[config.mk]
export PLATFORM = sky130hd
export DESIGN_NAME = dice_race_controller
export DESIGN_NICKNAME = d
export VERILOG_FILES = /design/src/rtl/dice_race_pkg.sv /design/src/rtl/dice_race_step_timer.sv /design/src/rtl/dice_race_controller.sv
export SDC_FILE = /design/constraint.sdc
export NUM_CORES = 1
export LEC_CHECK = 0
export ABC_AREA = 1
export BUFFER_PORTS_ARGS = -buffer_cell sky130_fd_sc_hd__buf_2
export CAP_MARGIN = 20
export CELL_PAD_IN_SITES_DETAIL_PLACEMENT = 1
export CELL_PAD_IN_SITES_GLOBAL_PLACEMENT = 1
export CORE_UTILIZATION = 44
export CTS_CLUSTER_SIZE = 10
export DETAILED_ROUTE_END_ITERATION = 6
export PLACE_DENSITY_LB_ADDON = 0.12
export SYNTH_ARGS = -nofsm -noshare
export SYNTH_HDL_FRONTEND = slang
export SYNTH_SLANG_ARGS = --single-unit
[constraint.sdc]
create_clock -name clk -period 2.5 [get_ports clk]
set_clock_uncertainty 0.15 [all_clocks]
set_input_delay 0.25 -clock clk [delete_from_list [all_inputs] [get_ports clk]]
set_output_delay 0.25 -clock clk [all_outputs]
set_load 0.05 [all_outputs]
[src/rtl/dice_race_pkg.sv]
// Shared types and constants for the dice race game controller.
package dice_race_pkg;

    localparam int MAX_PLAYERS = 4;

    typedef enum logic [2:0] {
        IDLE      = 3'd0,
        WAIT_ROLL = 3'd1,
        MOVE      = 3'd2,
        CHECK     = 3'd3,
        NEXT      = 3'd4,
        WIN       = 3'd5
    } state_t;

    typedef enum logic [1:0] {
        COLOR_NONE  = 2'd0,
        COLOR_RED   = 2'd1,
        COLOR_GREEN = 2'd2,
        COLOR_BLUE  = 2'd3
    } color_t;

    function automatic logic [1:0] next_player(input logic [1:0] cur, input int num_players);
        return (int'(cur) == num_players - 1) ? 2'd0 : cur + 2'd1;
    endfunction

endpackage

[src/rtl/dice_race_step_timer.sv]
// Free-running animation timer: one-cycle tick every STEP_TICKS enabled cycles.
module step_timer #(
    parameter int STEP_TICKS = 12_500_000
) (
    input  logic clk,
    input  logic reset,
    input  logic en,
    input  logic clear,
    output logic tick
);

    localparam int CNT_W = (STEP_TICKS > 1) ? $clog2(STEP_TICKS) : 1;
    localparam logic [CNT_W-1:0] LAST = CNT_W'(STEP_TICKS - 1);

    logic [CNT_W-1:0] count_reg;

    assign tick = en && !clear && (count_reg == LAST);

    always_ff @(posedge clk or negedge reset) begin
        if (!reset) begin
            count_reg <= '0;
        end else if (clear) begin
            count_reg <= '0;
        end else if (en) begin
            count_reg <= tick ? '0 : count_reg + 1'b1;
        end
    end

endmodule

[src/rtl/dice_race_controller.sv]
// Turn-based board race driven by the stabilised die result.
// Optional DICE_RACE_EXACT_FINISH_EN: overshooting rolls pass the turn without moving.
module dice_race_controller
    import dice_race_pkg::*;
#(
    parameter int NUM_PLAYERS = 2,
    parameter int BOARD_LEN   = 30,
    parameter int STEP_TICKS  = 12_500_000,
    parameter int POS_W       = 8
) (
    input  logic                         clk,
    input  logic                         reset,
    input  logic                         start,
    input  logic                         result_ready,
    input  logic [1:0]                   stable_color,
    input  logic [1:0]                   movement_steps,
    output logic [NUM_PLAYERS*POS_W-1:0] positions,
    output logic [1:0]                   cur_player,
    output logic                         moving,
    output logic                         step_pulse,
    output logic [1:0]                   last_roll,
    output logic                         game_over,
    output logic [1:0]                   winner
);

    state_t           state_reg;
    logic [POS_W-1:0] pos_reg [MAX_PLAYERS];
    logic [1:0]       cur_player_reg;
    logic [1:0]       remaining_reg;
    logic [1:0]       last_roll_reg;
    logic [1:0]       winner_reg;
    logic             armed_reg;
    logic             moving_reg;
    logic             step_pulse_reg;
    logic             game_over_reg;

    logic             tick;
    logic             timer_clear;
    logic             roll_ok;
    logic [POS_W-1:0] cur_pos;

    assign cur_pos     = pos_reg[cur_player_reg];
    assign timer_clear = start || (state_reg != MOVE);
    assign roll_ok     = (state_reg == WAIT_ROLL) && result_ready && armed_reg &&
                         (color_t'(stable_color) != COLOR_NONE) && (movement_steps != 2'd0);

`ifdef DICE_RACE_EXACT_FINISH_EN
    logic [POS_W+1:0] roll_target;
    logic             overshoot;
    assign roll_target = (POS_W+2)'(cur_pos) + (POS_W+2)'(movement_steps);
    assign overshoot   = roll_target > (POS_W+2)'(BOARD_LEN);
`endif

    step_timer #(
        .STEP_TICKS(STEP_TICKS)
    ) u_step_timer (
        .clk  (clk),
        .reset(reset),
        .en   (state_reg == MOVE),
        .clear(timer_clear),
        .tick (tick)
    );

    always_ff @(posedge clk or negedge reset) begin
        if (!reset) begin
            state_reg      <= IDLE;
            for (int i = 0; i < MAX_PLAYERS; i++) pos_reg[i] <= '0;
            cur_player_reg <= 2'd0;
            remaining_reg  <= 2'd0;
            last_roll_reg  <= 2'd0;
            winner_reg     <= 2'd0;
            armed_reg      <= 1'b1;
            moving_reg     <= 1'b0;
            step_pulse_reg <= 1'b0;
            game_over_reg  <= 1'b0;
        end else begin
            step_pulse_reg <= 1'b0;
            // An empty ROI re-arms; a later accept in this cycle overrides it.
            if (color_t'(stable_color) == COLOR_NONE) armed_reg <= 1'b1;

            if (start) begin
                for (int i = 0; i < MAX_PLAYERS; i++) pos_reg[i] <= '0;
                cur_player_reg <= 2'd0;
                remaining_reg  <= 2'd0;
                armed_reg      <= 1'b1;
                moving_reg     <= 1'b0;
                game_over_reg  <= 1'b0;
                state_reg      <= WAIT_ROLL;
            end else begin
                case (state_reg)
                    IDLE: ;
                    WAIT_ROLL: begin
                        if (roll_ok) begin
                            armed_reg     <= 1'b0;
                            last_roll_reg <= movement_steps;
`ifdef DICE_RACE_EXACT_FINISH_EN
                            if (overshoot) begin
                                state_reg <= NEXT;
                            end else begin
                                remaining_reg <= movement_steps;
                                moving_reg    <= 1'b1;
                                state_reg     <= MOVE;
                            end
`else
                            remaining_reg <= movement_steps;
                            moving_reg    <= 1'b1;
                            state_reg     <= MOVE;
`endif
                        end
                    end
                    MOVE: begin
                        if (remaining_reg == 2'd0) begin
                            moving_reg <= 1'b0;
                            state_reg  <= CHECK;
                        end else if (tick) begin
                            if (cur_pos != POS_W'(BOARD_LEN)) begin
                                pos_reg[cur_player_reg] <= cur_pos + 1'b1;
                                step_pulse_reg          <= 1'b1;
                            end
                            // Reaching the finish square ends the roll early.
                            remaining_reg <= (cur_pos >= POS_W'(BOARD_LEN - 1)) ? 2'd0
                                                                                 : remaining_reg - 2'd1;
                        end
                    end
                    CHECK: begin
                        if (cur_pos == POS_W'(BOARD_LEN)) begin
                            winner_reg    <= cur_player_reg;
                            game_over_reg <= 1'b1;
                            state_reg     <= WIN;
                        end else begin
                            state_reg <= NEXT;
                        end
                    end
                    NEXT: begin
                        cur_player_reg <= next_player(cur_player_reg, NUM_PLAYERS);
                        state_reg      <= WAIT_ROLL;
                    end
                    WIN: ;
                    default: state_reg <= IDLE;
                endcase
            end
        end
    end

    for (genvar gi = 0; gi < NUM_PLAYERS; gi++) begin : g_pack
        assign positions[gi*POS_W +: POS_W] = pos_reg[gi];
    end

    assign cur_player = cur_player_reg;
    assign moving     = moving_reg;
    assign step_pulse = step_pulse_reg;
    assign last_roll  = last_roll_reg;
    assign game_over  = game_over_reg;
    assign winner     = winner_reg;

endmodule
==> results.md, run 1 <==
Critical path:
- In this design, the stage delay of the slowest critical-path cell is 0.45 ns.
- The sort of element at the end of the critical path is a register.
- By startpoint and endpoint, the worst setup path is classified as register to register.
- The buffer and inverter count on the worst path is 3.
- The critical path goes through buf_4 > nand2_1 > nand2_1 > nand2_1 > nand2_1 > inv_1 > ha_1 > nand2_1 > nor2_2 > nand2_4 > nor2_2 > inv_2 > nand2_1 > nand2_1.
- The library cell contributing the largest single delay on the critical path is sky130_fd_sc_hd__dfrtp_1.
- The cell that appears most often on the critical path is sky130_fd_sc_hd__nand2_1.
- STA classifies the critical path startpoint as a register.
- The data required time of the worst path is 2.61 ns.
- The kind of cell adding the most delay to the critical path is simple AND/OR/NAND/NOR gates.
- At the worst endpoint, the arrival time is 2.42 ns.
- In this run the worst path has a maximum fanout of 6.

Detailed routing:
- Summed over all layers, the routed wires come to 12.1 mm.
- Dividing the detail-routed wire length by the instance count gives 16.7 um.
- Summing over every cut layer, the via total after detailed routing is 3865.
- The ratio of routed vias to standard cells is 5.32.
- After the first detailed-routing iteration, the DRC count stood at 78.
- The number of DRC violations after detailed routing is 0.
- The count of antenna-violating nets left after detailed routing is 0.
- The first-pass detailed-route iteration total is 4.

Layout:
- The library cell used most frequently in the layout, excluding fill and tap cells, is sky130_fd_sc_hd__nand2_1.
- Excluding fillers, the count of instances in the completed layout stands at 726.
- The library cells used most frequently in the layout, excluding fill and tap cells, are sky130_fd_sc_hd__nand2_1, sky130_fd_sc_hd__dfrtp_1, sky130_fd_sc_hd__nor2_1.
- The number of nets in the layout is 624.
- The total area of multi-input combinational cells is 1990 um^2.
- The number of flip-flops in the largest register is 24.
- The antenna diode count is 0.
- The area used by sequential logic in the layout is 1780 um^2.
- The share of post-route cells with drive strength above 1 is 15.0%.
- Relative to the synthesized area, the layout overhead comes to 11.9%.
- Counting the fill cells in the layout gives 1190.
- After routing the design area is 4670 um^2.

Place:
- The number of placed instances, taps included, is 705.
- The placed instance area is 4420 um^2.
- Port buffering added 32 buffers.
- The last weighted congestion value of the routability-driven placer is 0.851.
- Detailed placement ended at an HPWL of 9.10 mm.

Global routing:
- The number of antenna violations at the first check in global routing is 0.
- The first global-routing pass estimated 20.4 mm of wire.
- Entering global routing, the biggest net connects 43 pins.
- The number of global-route vias before repair is 4055.
- In the global route stage, overall resource usage came out at 27.2%.
- Global routing finished with a remaining overflow of 0.

Floorplan:
- The floorplan step set the die height to 99.4 um.
- The die extent in x is 99.4 um.
- The core region area is 9200 um^2.
- The effective utilization at floorplan is 45.3%.
- The floorplan has 35 rows.
- The overall die area is 9870 um^2.
- 33 I/O pins were placed.

Logic synthesis:
- The netlist area before placement is 4170 um^2.
- The number of enable flip-flop cells after synthesis is 0.
- Synthesis produced 572 cells.
- The fraction of synthesis flops using an asynchronous set or reset pin is 100%.
- The library cell with the largest summed area after synthesis is sky130_fd_sc_hd__dfrtp_1.
- For this run, the number of Yosys warnings is 0.
- After synthesis, the cell types taking the most area are sky130_fd_sc_hd__dfrtp_1, sky130_fd_sc_hd__nand2_1, sky130_fd_sc_hd__nand3_1, sky130_fd_sc_hd__nor2_1, sky130_fd_sc_hd__inv_1.
- The sequential fraction of the synthesis area is 42.6%.
- After synthesis the netlist holds a flip-flop and latch count of 71.
- The share of synthesized area in the top cell type comes to 42.0%.
- The count of distinct cell types in the synthesized netlist is 34.
- The net count after synthesis is 586.
- Among all flip-flop cells after synthesis, the most frequent one is sky130_fd_sc_hd__dfrtp_1.
- The per-instance average area after synthesis is 7.29 um^2.

CTS:
- The deepest clock path buffer count is 2.
- The source-to-sink clock delay at the later pin of the worst-skew pair is 0.37 ns.
- The tree is rooted in a sky130_fd_sc_hd__clkbuf_8.
- The H-tree generated during clock tree synthesis spans 3 levels.
- Clock tree synthesis found a total of 71 sinks.
- Clock tree synthesis inserted a total of 9 buffers.
- The clock input transition at the sequential cells of the worst setup and hold paths is 0.08 ns.
- The clock tree from TritonCTS is yes.

STA:
- Static timing analysis puts the maximum clock frequency at 0.433 GHz.
- Hold is met by 0.109 ns.
- Measured against its own limit, the worst slew margin works out to 63.6%.
- The final hold violation count is 0.
- The transition time at the pin with the least slew margin is 0.547 ns.
- Setup violations remaining at the end of the flow were counted as 0.
- The final critical path takes up 92.5% of the cycle.
- The shortest period the worst path allows is 2.31 ns.
- The final max-slew violation count is 0.
- In the final timing run, aggregate negative setup slack is 0 ns.
- Setup repair after global routing left no endpoint under its margin.

Power:
- In this run the static leakage power is 0.00246 uW.
- Power spread over the standard cell area amounts to 578 nW/um^2.
- The worst IR drop on VDD is 307 uV.
- The completed layout was analyzed and its total power is 2700 uW.

Hold path:
- The worst hold path belongs to the class input pin to register.

Flow run:
- Across the run, the number of max-cap violations was 0.

Outcome:
- The flow ran to the end, and the final reports show no timing, DRC or antenna violations.
## worst reg2reg max path, cell delays in order, from the launching register on
cell and delay [ns]:
sky130_fd_sc_hd__dfrtp_1 0.45, sky130_fd_sc_hd__buf_4 0.18, sky130_fd_sc_hd__nand2_1 0.06, sky130_fd_sc_hd__nand2_1 0.05
sky130_fd_sc_hd__nand2_1 0.05, sky130_fd_sc_hd__nand2_1 0.11, sky130_fd_sc_hd__inv_1 0.19, sky130_fd_sc_hd__ha_1 0.19
sky130_fd_sc_hd__nand2_1 0.07, sky130_fd_sc_hd__nor2_2 0.18, sky130_fd_sc_hd__nand2_4 0.14, sky130_fd_sc_hd__nor2_2 0.20
sky130_fd_sc_hd__inv_2 0.07, sky130_fd_sc_hd__nand2_1 0.07, sky130_fd_sc_hd__nand2_1 0.05
## cell families (layout without fill, tap and decap cells)
kind of cell	count (synthesis)	in the layout	share of synthesized area (%)
buffers and inverters	85	128	9.72
flip-flops	71	71	42.6
AO/OA/AOI/OAI	28	28	3.81
XOR/XNOR	12	12	2.52
AND/OR/NAND/NOR	370	370	39.5
adder cells (fa/ha/maj)	6	6	1.80
## final timing paths
| kind | slack, ns | cells after the start | start | endpoint |
|---|---|---|---|---|
| hold reg to reg | 0.32 | 2 | last_roll[1] | last_roll[1] |
| setup / recovery | 0.19 | 14 | cur_player[0] | winner[0] |
| hold / removal | 0.11 | 4 | start | last_roll[1] |
| max in group asynchronous | 1.29 | 3 | reset | pos_reg[7] |
| setup reg to reg | 0.19 | 14 | cur_player[0] | winner[0] |
| min in group asynchronous | 0.26 | 2 | reset | last_roll[1] |
## repair_timing
| item | 4_1_cts | 5_1_grt |
|---|---|---|
| hold buffers | 5 | 0 |
| setup endpoints to repair | 0 | 36 |
| gates resized for setup | 0 | 3 |
| setup buffers | 0 | 0 |
| hold endpoints to repair | 42 | 0 |
## per-stage QoR
step	util (%)	worst slack [ns]
6_report	50.7	0.189
5_1_grt	50.7	0.0328
4_1_cts	50.7	0.0441
3_5_place_dp	48.1	0.0723
3_3_place_gp	48.1	0.197
2_1_floorplan	-	0.0610
## metal layers
layer  wire length (um)  track usage [%]  up-vias  part of all wire (%)
li1                   -                -     1875                     -
met1               5340             32.7     1905                    44
met2               6030             46.6       55                    50
met3                330             6.61       30                   2.7
met4                397             11.3        0                   3.3
met5                  0                0        -                     0
## power breakdown
part	internal, uW	leakage, uW	switching (uW)	total, uW
clock network	457	0.0000960	466	923
registers	1210	0.000976	47.5	1260
logic	149	0.00139	363	512
total	1820	0.00246	877	2700
## synthesized netlist by cell type (5+ instances only)
cell type and instances:
sky130_fd_sc_hd__a21oi_1 12, sky130_fd_sc_hd__buf_4 19, sky130_fd_sc_hd__dfrtp_1 70, sky130_fd_sc_hd__ha_1 6, sky130_fd_sc_hd__inv_1 49, sky130_fd_sc_hd__nand2_1 198
sky130_fd_sc_hd__nand3_1 60, sky130_fd_sc_hd__nand3_4 5, sky130_fd_sc_hd__nand4_1 9, sky130_fd_sc_hd__nor2_1 65, sky130_fd_sc_hd__nor3_1 15, sky130_fd_sc_hd__nor4_1 5
sky130_fd_sc_hd__o21ai_0 8, sky130_fd_sc_hd__xor2_1 10
## layout make-up
| type | instances | share of cell area, % |
|---|---|---|
| inverter | 58 | 4.93 |
| multi-input combinational | 416 | 42.6 |
| sequential | 71 | 38.1 |
| timing repair buffer | 54 | 7.29 |
| tap | 111 | 2.98 |
| clock buffer | 10 | 2.73 |
| clock inverter | 6 | 1.31 |
No activity file was read; power rests on OpenSTA's default activity.
==> run 2: changes to the inputs <==
--- a/config.mk
+++ b/config.mk
@@ -14,6 +14,7 @@
 export CTS_CLUSTER_SIZE = 10
 export DETAILED_ROUTE_END_ITERATION = 6
 export PLACE_DENSITY_LB_ADDON = 0.12
+export SETUP_SLACK_MARGIN = 0.3
 export SYNTH_ARGS = -nofsm -noshare
 export SYNTH_HDL_FRONTEND = slang
 export SYNTH_SLANG_ARGS = --single-unit
==> results.md, run 2 (synthesized netlist as in run 1, its figures left out) <==
Outcome:
- Status: completed (unchanged).

Floorplan:
- The I/O pin count is 33 (unchanged).
- The overall die area is 9870 um^2 (unchanged).
- The die extent in x is 99.4 um (unchanged).
- The chip height is 99.4 um (unchanged).
- The effective utilization at floorplan is 45.3% (unchanged).
- The number of rows in the core area is 35 (unchanged).
- The core region area was 9200 um^2 (unchanged).

STA:
- The maximum clock rate is 0.438 GHz (was 0.433 GHz).
- The final number of setup-violating endpoints is 0 (unchanged).
- Setup repair after global routing missed its margin: yes (was no).
- The transition time at the pin with the least slew margin is 0.564 ns (was 0.547 ns).
- The share of the clock period used by the worst path after layout was 91.4% (was 92.5%).
- The final max-slew violation count is 0 (unchanged).
- The setup TNS after final layout was 0 ns (unchanged).
- The final hold violation count is 0 (unchanged).
- The tightest slew margin relative to the limit is 62.4% (was 63.6%).
- The shortest period the worst path allows is 2.29 ns (was 2.31 ns).

Detailed routing:
- The detail-routed net length per standard cell is 17.8 um (was 16.7 um).
- The initial detailed-routing violation count came to 122 (was 78).
- The total wire length after detailed routing is 13.4 mm (was 12.1 mm).
- The ratio of routed vias to standard cells came to 5.42 (was 5.32).
- The first-pass detailed-route iteration total is 4 (unchanged).
- The total number of vias is 4077 (was 3865).
- The count of antenna-violating nets left after detailed routing is 0 (unchanged).
- The number of DRC violations after detailed routing is 0 (unchanged).

Power:
- The worst IR drop on VDD is 411 uV (was 307 uV).
- The leakage dissipation is 0.00265 uW (was 0.00246 uW).
- The power per standard cell area is 582 nW/um^2 (was 578 nW/um^2).

Layout:
- The filler cell count in the final layout is 1168 (was 1190).
- The synthesis-to-finish area growth is 23.8% (was 11.9%).
- Most frequent cells in the layout: sky130_fd_sc_hd__nand2_1, sky130_fd_sc_hd__dfrtp_1, sky130_fd_sc_hd__nand3_1 (was sky130_fd_sc_hd__nand2_1, sky130_fd_sc_hd__dfrtp_1, sky130_fd_sc_hd__nor2_1).
- The number of flip-flops in the largest register is 24 (unchanged).
- The most common cell after layout, fill and taps aside was sky130_fd_sc_hd__nand2_1 (unchanged).
- The share of post-route cells with drive strength above 1 is 23.1% (was 15.0%).
- The antenna diode count is 0 (unchanged).
- The design area was 5160 um^2 (was 4670 um^2).
- The area used by sequential logic in the layout came to 1780 um^2 (about the same).
- The number of nets in the layout is 650 (was 624).
- The total area of multi-input combinational cells came to 2150 um^2 (was 1990 um^2).

Global routing:
- The largest net degree at the start of global routing came to 42 (was 43).
- The number of antenna violations at the first check in global routing is 0 (unchanged).
- The number of global-route vias before repair was 4188 (was 4055).
- The overall track demand over capacity in global routing came to 27.0% (was 27.2%).
- The total congestion overflow after global routing is 0 (unchanged).
- The wire length of the first global-routing pass is 20.8 mm (was 20.4 mm).

Critical path:
- Worst-path cell chain: buf_12 > nand2_1 > nand2_1 > nand2_2 > nand2_4 > inv_4 > buf_4 > ha_1 > inv_1 > nor2_1 > nand2_1 > nand2_1 (was buf_4 > nand2_1 > nand2_1 > nand2_1 > nand2_1 > inv_1 > ha_1 > nand2_1 > nor2_2 > nand2_4 > nor2_2 > inv_2 > nand2_1 > nand2_1).
- The sort of element at the end of the critical path is a register (unchanged).
- The buffer and inverter count on the worst path was 4 (was 3).
- The most repeated library cell on the critical path was sky130_fd_sc_hd__nand2_1 (unchanged).
- The kind of critical path is register to register (unchanged).
- The largest stage delay on the critical path is 0.46 ns (was 0.45 ns).
- The data required time of the worst path was 2.66 ns (was 2.61 ns).
- The start of the worst register-to-register path is cur_player[0] (unchanged).
- The kind of cell adding the most delay to the critical path was simple AND/OR/NAND/NOR gates (unchanged).
- The number of cells on the worst reg-to-reg path was 12 (was 14).
- The data arrival time of the critical path is 2.45 ns (was 2.42 ns).
- The launching element of the worst setup path is cur_player[0] (unchanged).
- The nature of the critical path startpoint is a register (unchanged).
- The library cell contributing the largest single delay on the critical path is sky130_fd_sc_hd__dfrtp_2 (was sky130_fd_sc_hd__dfrtp_1).
- The setup slack on the worst flop-to-flop path was 0.21 ns (was 0.19 ns).
- The capture point of the worst reg-to-reg path is pos_reg[9] (was winner[0]).
- The maximum fanout encountered on the critical timing path is 6 (unchanged).

CTS:
- The clock sink count is 71 (unchanged).
- The number of H-tree levels is 3 (unchanged).
- The deepest clock path buffer count is 2 (unchanged).
- The number of clock buffers inserted by TritonCTS was 9 (unchanged).
- The clock root buffer is sky130_fd_sc_hd__clkbuf_8 (unchanged).
- The source-to-sink clock delay at the later pin of the worst-skew pair is 0.37 ns (about the same).
- The clock tree from TritonCTS was yes (unchanged).
- The clock input transition at the sequential cells of the worst setup and hold paths came to 0.09 ns (was 0.08 ns).

Hold path:
- The launch point of the worst hold path is start (unchanged).
- The cell depth of the worst hold path is 4 (unchanged).
- The terminating pin of the worst hold path was last_roll[0] (was last_roll[1]).
- The worst min-delay path category was input pin to register (unchanged).

Place:
- The estimated wirelength of the detail-placed design came to 8.78 mm (was 9.10 mm).
- The placed instance area came to 4410 um^2 (was 4420 um^2).
- The last weighted congestion value of the routability-driven placer is 0.864 (was 0.851).
- The number of input and output port buffers inserted is 32 (unchanged).

Flow run:
- The number of maximum-capacitance constraint violations is 0 (unchanged).
## run 2: layout make-up
| type | instances | share of cell area (%) |
|---|---|---|
| clock inverter | 5 | 2.06 |
| tap | 111 | 2.69 |
| clock buffer | 11 | 2.74 |
| sequential | 71 | 34.5 |
| timing repair buffer | 78 | 11.6 |
| inverter | 58 | 4.65 |
| multi-input combinational | 418 | 41.7 |
## run 2: layer usage
metal,vias up,global-route usage [%],wire [um]
met4,0,11.4,346
met2,60,49.0,6980
met1,2063,32.0,5760
li1,1930,-,-
met3,24,3.44,324
met5,-,0,0
## run 2: report_power, final
part	internal, uW	total, uW	switching, uW
Sequential	1210	1260	50.3
Clock	693	1170	482
Combinational	189	569	379
## run 2: per-stage QoR
step / worst slack (ns) / utilization (%) / std cells / hold slack [ns] / total power, uW
after floorplan: 0.319 / - / 572 / -0.196 / 1630
after global placement: 0.249 / 47.9 / 701 / 0.123 / 1760
after detailed placement: 0.181 / 47.9 / 701 / 0.121 / 1780
after CTS: 0.304 / 52.4 / 728 / 0.115 / 2950
after global routing: 0.211 / 56.1 / 752 / 0.145 / 3130
final: 0.215 / 56.1 / 752 / 0.117 / 3010
## run 2: worst max-delay path by stage
| stage | to | slack [ns] | cells after the start |
|---|---|---|---|
| detailed placement | positions[8] | 0.18 | 14 |
| global placement | positions[13] | 0.25 | 13 |
| CTS | positions[4] | 0.30 | 14 |
| finish | pos_reg[9] | 0.21 | 12 |
| floorplan | winner[0] | 0.32 | 15 |
| global route | pos_reg[9] | 0.21 | 12 |
## run 2: repair_timing
| item | in CTS | in global routing |
|---|---|---|
| endpoints found under the setup margin | 37 | 44 |
| hold buffers | 5 | 0 |
| endpoints found under the hold margin | 42 | 0 |
| buffers inserted | 5 | 21 |
| gates resized for setup | 15 | 36 |
| gates cloned | 1 | 3 |
| pin swaps | 3 | 14 |
## run 2: worst register-to-register path: stages, from the launching register on
cell and delay [ns]:
sky130_fd_sc_hd__dfrtp_2 0.46, sky130_fd_sc_hd__buf_12 0.14, sky130_fd_sc_hd__nand2_1 0.05, sky130_fd_sc_hd__nand2_1 0.08, sky130_fd_sc_hd__nand2_2 0.07, sky130_fd_sc_hd__nand2_4 0.11, sky130_fd_sc_hd__inv_4 0.05, sky130_fd_sc_hd__buf_4 0.13
sky130_fd_sc_hd__ha_1 0.31, sky130_fd_sc_hd__inv_1 0.06, sky130_fd_sc_hd__nor2_1 0.35, sky130_fd_sc_hd__nand2_1 0.17, sky130_fd_sc_hd__nand2_1 0.10
